## config.mk

```make
export PLATFORM = sky130hd
export DESIGN_NAME = memory_control
export DESIGN_NICKNAME = d
export VERILOG_FILES = /design/src/rtl/memory_control.sv
export SDC_FILE = /design/constraint.sdc
export NUM_CORES = 1
export LEC_CHECK = 0
export CAP_MARGIN = 20
export CORE_ASPECT_RATIO = 1.1
export CORE_UTILIZATION = 45
export DETAILED_ROUTE_END_ITERATION = 8
export PLACE_DENSITY = 0.95
export SLEW_MARGIN = 10
export SYNTH_ARGS = -nofsm -noshare
export SYNTH_HDL_FRONTEND = slang
export SYNTH_SLANG_ARGS = --single-unit
```

## constraint.sdc

```tcl
create_clock -name CLK -period 10 [get_ports CLK]
set_input_delay 1 -clock CLK [delete_from_list [all_inputs] [get_ports CLK]]
set_output_delay 1 -clock CLK [all_outputs]
set_load 0.03 [all_outputs]
```

## src/rtl/memory_control.sv

```systemverilog
// -----------------------------------------------------------------------------
// memory_control
//
// Arbitrates between the CPU instruction-fetch port and data port for a single
// shared RAM. A request is seen in IDLE, the RAM is driven in IACC/DACC until
// it reports ACCESS or ERROR, and the matching wait line drops for exactly one
// cycle in IRESP/DRESP. Address, write data and operation are latched at grant
// and stay fixed until the response, whatever the CPU does meanwhile.
//
// Configuration macro:
//   MEMCTL_RR_EN  defined   : round-robin between the instruction and data sides
//                 undefined : a data request always wins (fixed priority)
//
// Ports:
//   CLK, RST          rising-edge clock, asynchronous active-high reset
//   iREN, iaddr       instruction read request and address
//   iload, iwait      instruction data, low for one cycle when it is ready
//   dREN, dWEN        data read / write enables (both high = write)
//   daddr, dstore     data address and write data
//   dload, dwait      data read result, low for one cycle when ready
//   ramREN, ramWEN    RAM read / write enables (never both)
//   ramaddr, ramstore RAM word address and write data
//   ramload, ramstate RAM read data and status (FREE/BUSY/ACCESS/ERROR)
//   err               sticky RAM-error flag, cleared only by reset
// -----------------------------------------------------------------------------
module memory_control (
  input  logic        CLK,
  input  logic        RST,
  input  logic        iREN,
  input  logic [31:0] iaddr,
  output logic [31:0] iload,
  output logic        iwait,
  input  logic        dREN,
  input  logic        dWEN,
  input  logic [31:0] daddr,
  input  logic [31:0] dstore,
  output logic [31:0] dload,
  output logic        dwait,
  output logic        ramREN,
  output logic        ramWEN,
  output logic [31:0] ramaddr,
  output logic [31:0] ramstore,
  input  logic [31:0] ramload,
  input  logic [1:0]  ramstate,
  output logic        err
);

  typedef enum logic [2:0] {
    IDLE  = 3'd0,
    IACC  = 3'd1,
    DACC  = 3'd2,
    IRESP = 3'd3,
    DRESP = 3'd4
  } state_t;

  typedef enum logic [1:0] {
    RAM_FREE   = 2'd0,
    RAM_BUSY   = 2'd1,
    RAM_ACCESS = 2'd2,
    RAM_ERROR  = 2'd3
  } ram_state_t;

  localparam logic [31:0] ERR_WORD = 32'hBAD1_BAD1;

  state_t state;
  logic   data_req;
  logic   grant_data;

  // Address bits [1:0] are forced to zero on the RAM side, so they are unused.
  logic   unused_addr_bits;
  assign unused_addr_bits = ^{iaddr[1:0], daddr[1:0]};

  assign data_req = dREN | dWEN;

`ifdef MEMCTL_RR_EN
  // High when the data side was granted most recently; on a tie the other
  // side wins. Reset value 0 means "instruction last", so data wins first.
  logic last_data;
`endif

  // NOTE: every signal assigned in always_comb gets a default first, so no
  // path can leave it unassigned and infer a latch.
  always_comb begin
    grant_data = 1'b0;
`ifdef MEMCTL_RR_EN
    grant_data = data_req & (~iREN | ~last_data);
`else
    grant_data = data_req;
`endif
  end

  // Wait lines decode the state directly so they fall in the RESP cycle itself.
  assign iwait = (state != IRESP);
  assign dwait = (state != DRESP);

  // NOTE: sequential state uses non-blocking assignments only, so every
  // register samples pre-edge values regardless of statement order.
  always_ff @(posedge CLK or posedge RST) begin
    if (RST) begin
      state     <= IDLE;
      ramREN    <= 1'b0;
      ramWEN    <= 1'b0;
      ramaddr   <= '0;
      ramstore  <= '0;
      iload     <= '0;
      dload     <= '0;
      err       <= 1'b0;
`ifdef MEMCTL_RR_EN
      last_data <= 1'b0;
`endif
    end else begin
      case (state)
        IDLE: begin
          if (grant_data) begin
            state    <= DACC;
            ramaddr  <= {daddr[31:2], 2'b00};
            ramstore <= dstore;
            // A simultaneous read and write enable is treated as a write.
            ramWEN   <= dWEN;
            ramREN   <= ~dWEN;
`ifdef MEMCTL_RR_EN
            last_data <= 1'b1;
`endif
          end else if (iREN) begin
            state    <= IACC;
            ramaddr  <= {iaddr[31:2], 2'b00};
            ramstore <= dstore;
            ramWEN   <= 1'b0;
            ramREN   <= 1'b1;
`ifdef MEMCTL_RR_EN
            last_data <= 1'b0;
`endif
          end
        end

        IACC, DACC: begin
          case (ram_state_t'(ramstate))
            RAM_ACCESS: begin
              // ramWEN still holds the latched op, so writes never touch dload.
              if (state == IACC)
                iload <= ramload;
              else if (!ramWEN)
                dload <= ramload;
              ramREN <= 1'b0;
              ramWEN <= 1'b0;
              state  <= (state == IACC) ? IRESP : DRESP;
            end
            RAM_ERROR: begin
              err <= 1'b1;
              if (state == IACC)
                iload <= ERR_WORD;
              else
                dload <= ERR_WORD;
              ramREN <= 1'b0;
              ramWEN <= 1'b0;
              state  <= (state == IACC) ? IRESP : DRESP;
            end
            default: begin
              // FREE or BUSY: keep driving the latched request.
            end
          endcase
        end

        IRESP, DRESP: begin
          state <= IDLE;
        end

        default: begin
          state  <= IDLE;
          ramREN <= 1'b0;
          ramWEN <= 1'b0;
        end
      endcase
    end
  end

endmodule

```

# == Word level (Yosys, flattened, before mapping) ==
# Index checks and enable logic that the tools add are counted.
# totals
reg_bits,134
input_bits,135
elab_cells,61
# op_classes
n_eq_ne,15
mux,23
bitwise,3
reduce_logical,12
# op_table
cell,n
$mux 32,9
$pmux 32 s2,2
$mux 3,4
$ne 2x2->1 const B,6
$eq 3x2->1 const B,2
$ne 3x3->1 const B,2
$pmux 1 s3,2
$pmux 3 s2,1
$reduce_and 2->1,3
$reduce_or 2->1,3
$mux 1,5
$reduce_and 5->1,1
$eq 2x2->1 const B,2
$reduce_and 4->1,1
$reduce_bool 2->1,2
$eq 3x1->1 const B,1
$eq 3x3->1 const B,1
$logic_not 3->1,1
$ne 3x2->1 const B,1
$reduce_and 3->1,1
$not 1->1,2
$or 1x1->1,1

# == Longest topological paths before layout ==
# depth
word_depth,4
ltp_mapped,6
mapped_depth_nobuf,3

# == Worst setup path after synthesis ==
# OpenSTA, ideal clock, no wires.
# synth_path
path_kind,input port to flip-flop
startpoint,in dWEN
endpoint,reg ramaddr[10]
t_arrival_ns,2.046
path_slack_ns,7.830
path_stages,4
n_path_buf,1
path_cell_list,nor2_1 buf_2 mux2_2 mux2_2
# synth_between
elab_chain_cells,3
# synth_rtl
item,line,source
start: declaration,34,"input logic dWEN,"
$or 1x1->1 *,73,assign data_req = dREN | dWEN;
$reduce_bool 2->1 (no source line),n/a,
$reduce_and 2->1 (no source line),n/a,
end signal: assignment,116,"ramaddr <= {daddr[31:2], 2'b00};"
end signal: assignment,126,"ramaddr <= {iaddr[31:2], 2'b00};"
end: declaration,41,"output logic [31:0] ramaddr,"
# Mark *: on every way between the ends. The rest lies on a longest branch, timed or not.
# A chain may end at the register's enable or synchronous reset.

# == Final worst setup path ==
# layout_path
startpoint,reg state[2]
endpoint,out dwait
# layout_between
elab_chain_cells,1
# layout_rtl
item,line,source
start: declaration,65,state_t state;
start signal: assignment,146,state <= (state == IACC) ? IRESP : DRESP;
start signal: assignment,156,state <= (state == IACC) ? IRESP : DRESP;
$ne 3x3->1,94,assign dwait = (state != DRESP);
end: declaration,38,"output logic dwait,"
# No other way between the ends.

==> metrics.csv <==
metric;value;unit
TritonCTS buffer count;17;
Final WS setup;7.02;ns
DR iter-0 viols;101;
Yosys top cell area share;56.9;%
initial antenna violation count;1;
Critical Path RT;9.00;ns
share of layout cells above drive strength 1;27.2;%
Hold-fix buffers, CTS;0;
EDFF count, synth;0;
Tcrit/Tclk final;29.8;%
Synth Area in Compound Gates;2.22;%
R2R Setup Slk;7.87;ns
fraction of registers with async set/reset;100;%
Startpoint Class;register;
vias in the first global route;4671;
Rel. slew slack;47.9;%
worst min-delay path category;register to register;
# setup viols final;0;
GRT overflow;0;
worst-margin pin slew;0.782;ns
synth top area cells;dfrtp_1 (57%), mux2_2 (23%), mux2_4 (5.4%);
critical path endpoint category;primary output;
Die X;110;um
Worst-Skew Late Latency;0.42;ns
drt first pass iters;4;
# diodes;0;
vias post-DR;4193;
CTS sink count;132;
Post-Synth XOR/XNOR Area;0.151;%
DRT antenna net count;0;
CP max FO;10;
drt total wl;15300;um
worst slack at placement;6.96;ns
Seq/Total Area, Yosys;56.9;%
Synth top cells by count;dfrtp_1 (132), mux2_2 (117), mux2_4 (21);
worst hold slack;0.481;ns
Synth warnings;0;
post-CTS setup buffer count;0;
Cell Pwr Density;358;nW/um^2
routability cong.;0.750;
Clock Skews;0.00468;ns
largest net degree at the start of global routing;85;
maximum vdd drop;0.231;mV
Rows;43;
setup TNS;0;ns
end of the worst hold path;err;
simple logic cell fraction of the synthesized area;5.93;%
nets;796;
Max Slew Vio Count;0;
Total GRT Usage;23.9;%
CTS root buf;clkbuf_16;
Unique masters post-synth;32;
Crit Path Class;register to primary output;
largest family of logic cells by synthesized area;multiplexers;
Hold Violations, Final;0;
met3 WL;1120;um
outcome;finished clean;
first-pass GRT wire length;23600;um
PortBufs;261;
FMAX;335;MHz
P_leak;0.00395;uW
Post-Syn Area;5810;um^2
RSZ-0062 raised after global routing;no;
area delta synth->final;57.1;%
Max Cap Viol;0;
synthesized area per cell;14.6;um^2
Die Y-Extent;121;um
CTS tree;done;
#FFs+latches synth;132;
FF-to-FF Start;state[0];
DR WL met2;8020;um
highest metal used;met5;
H-tree depth;4;
HPWL Detailed;10800;um
FF-to-FF path depth;4;
multiplexer share of the synthesized area;29.7;%
cell taking the most area after synthesis;dfrtp_1;
Initial Util;46.1;%
Clock Tree Buf Depth;2;
number of gates resized after cts;0;
most instantiated library cell after synthesis;dfrtp_1;
adder-cell share of the synthesized area;0;%
# IOs;268;
drc violations;0;
Synth Flop Type;dfrtp_1;
core area;12600;um^2
crit path DAT;1.98;ns
Avg WL per Cell;18.4;um
hold path cells;2;
DRT met1 WL;5600;um
Hold Startpoint;err;
Cells after Synth;399;
Vias/cell;5.05;
reg2reg end;ramstore[12];
clk slew on worst S/H paths;0.06;ns
Die Area;13400;um^2
post-layout min period;2.98;ns
==> final cells by class <==
type	instances	area, um^2
fillers	798	3470
clock buffers	20	457
repair buffers	267	2690
well taps	157	196
clock inverters	12	201
flip-flops and latches	132	3300
multi-input cells	227	2220
inverters	16	62.6
==> flip-flops by register name, indices dropped and copies added, names as in the netlist <==
register,flops
ramaddr,30
iload,32
dload,32
ramstore,32
state,3
ramREN,1
err,1
ramWEN,1
==> metrics by stage <==
stage          instance area [um^2]  util [%]  instances  total power (uW)
6_report                       9120      72.5        831              3260
5_1_grt                        9120      72.5        831              3400
4_1_cts                        9090      72.2        830              3280
3_3_place_gp                   8420      66.9        797              2510
2_1_floorplan                  5810         -        400              1940
3_5_place_dp                   8440      67.0        798              2570
==> layer usage <==
layer | GRT usage [%] | vias to the layer above
li1 | - | 1893
met1 | 25.1 | 2061
met2 | 41.7 | 191
met3 | 7.84 | 46
met4 | 13.0 | 2
met5 | 0 | -
==> worst max path at each step <==
stage	cells after the start	slack, ns	endpoint	from
finish	3	7.02	dwait	state[2]
global route	3	6.92	dwait	state[2]
CTS	3	7.00	dwait	state[2]
detailed placement	3	6.96	ramstore[14]	RST
global placement	4	6.75	iload[18]	ramstate[1]
floorplan	1	5.47	dload[0]	RST
==> critical path: stages, from the launching register on <==
cell	delay, ns
dfrtp_1	0.57
nor3b_1	0.31
inv_1	0.07
clkdlybuf4s50_1	0.61
==> layout by cell type (no fill, tap or decap), types with 2 or more instances in the layout <==
cell	instances
bufinv_16	5
conb_1	2
clkbuf_16	17
nor3b_1	3
nor2_1	10
mux2_4	21
mux2i_1	9
nand2_1	11
and2_1	15
a21oi_1	3
dfrtp_1	132
clkdlybuf4s50_1	261
buf_4	4
clkinv_4	2
inv_1	15
clkinv_2	2
nand2b_1	8
mux2_2	117
o21ai_0	13
clkinvlp_4	2
clkbuf_8	2
==> report_power, final <==
part	internal, uW	switching (uW)	total [uW]	leakage [uW]
combinational	772	847	1620	0.00205
sequential	792	156	948	0.00158
clock	456	239	695	0.000317
==> cells by family (layout without fill, tap and decap cells) <==
kind of cell,after synthesis,count (layout)
mux,147,147
other cells,1,2
simple gates,56,56
compound gates,21,21
xor+xnor,1,1
buf+inv,41,315
flops,132,132
Power figures use the tool's default switching activity.
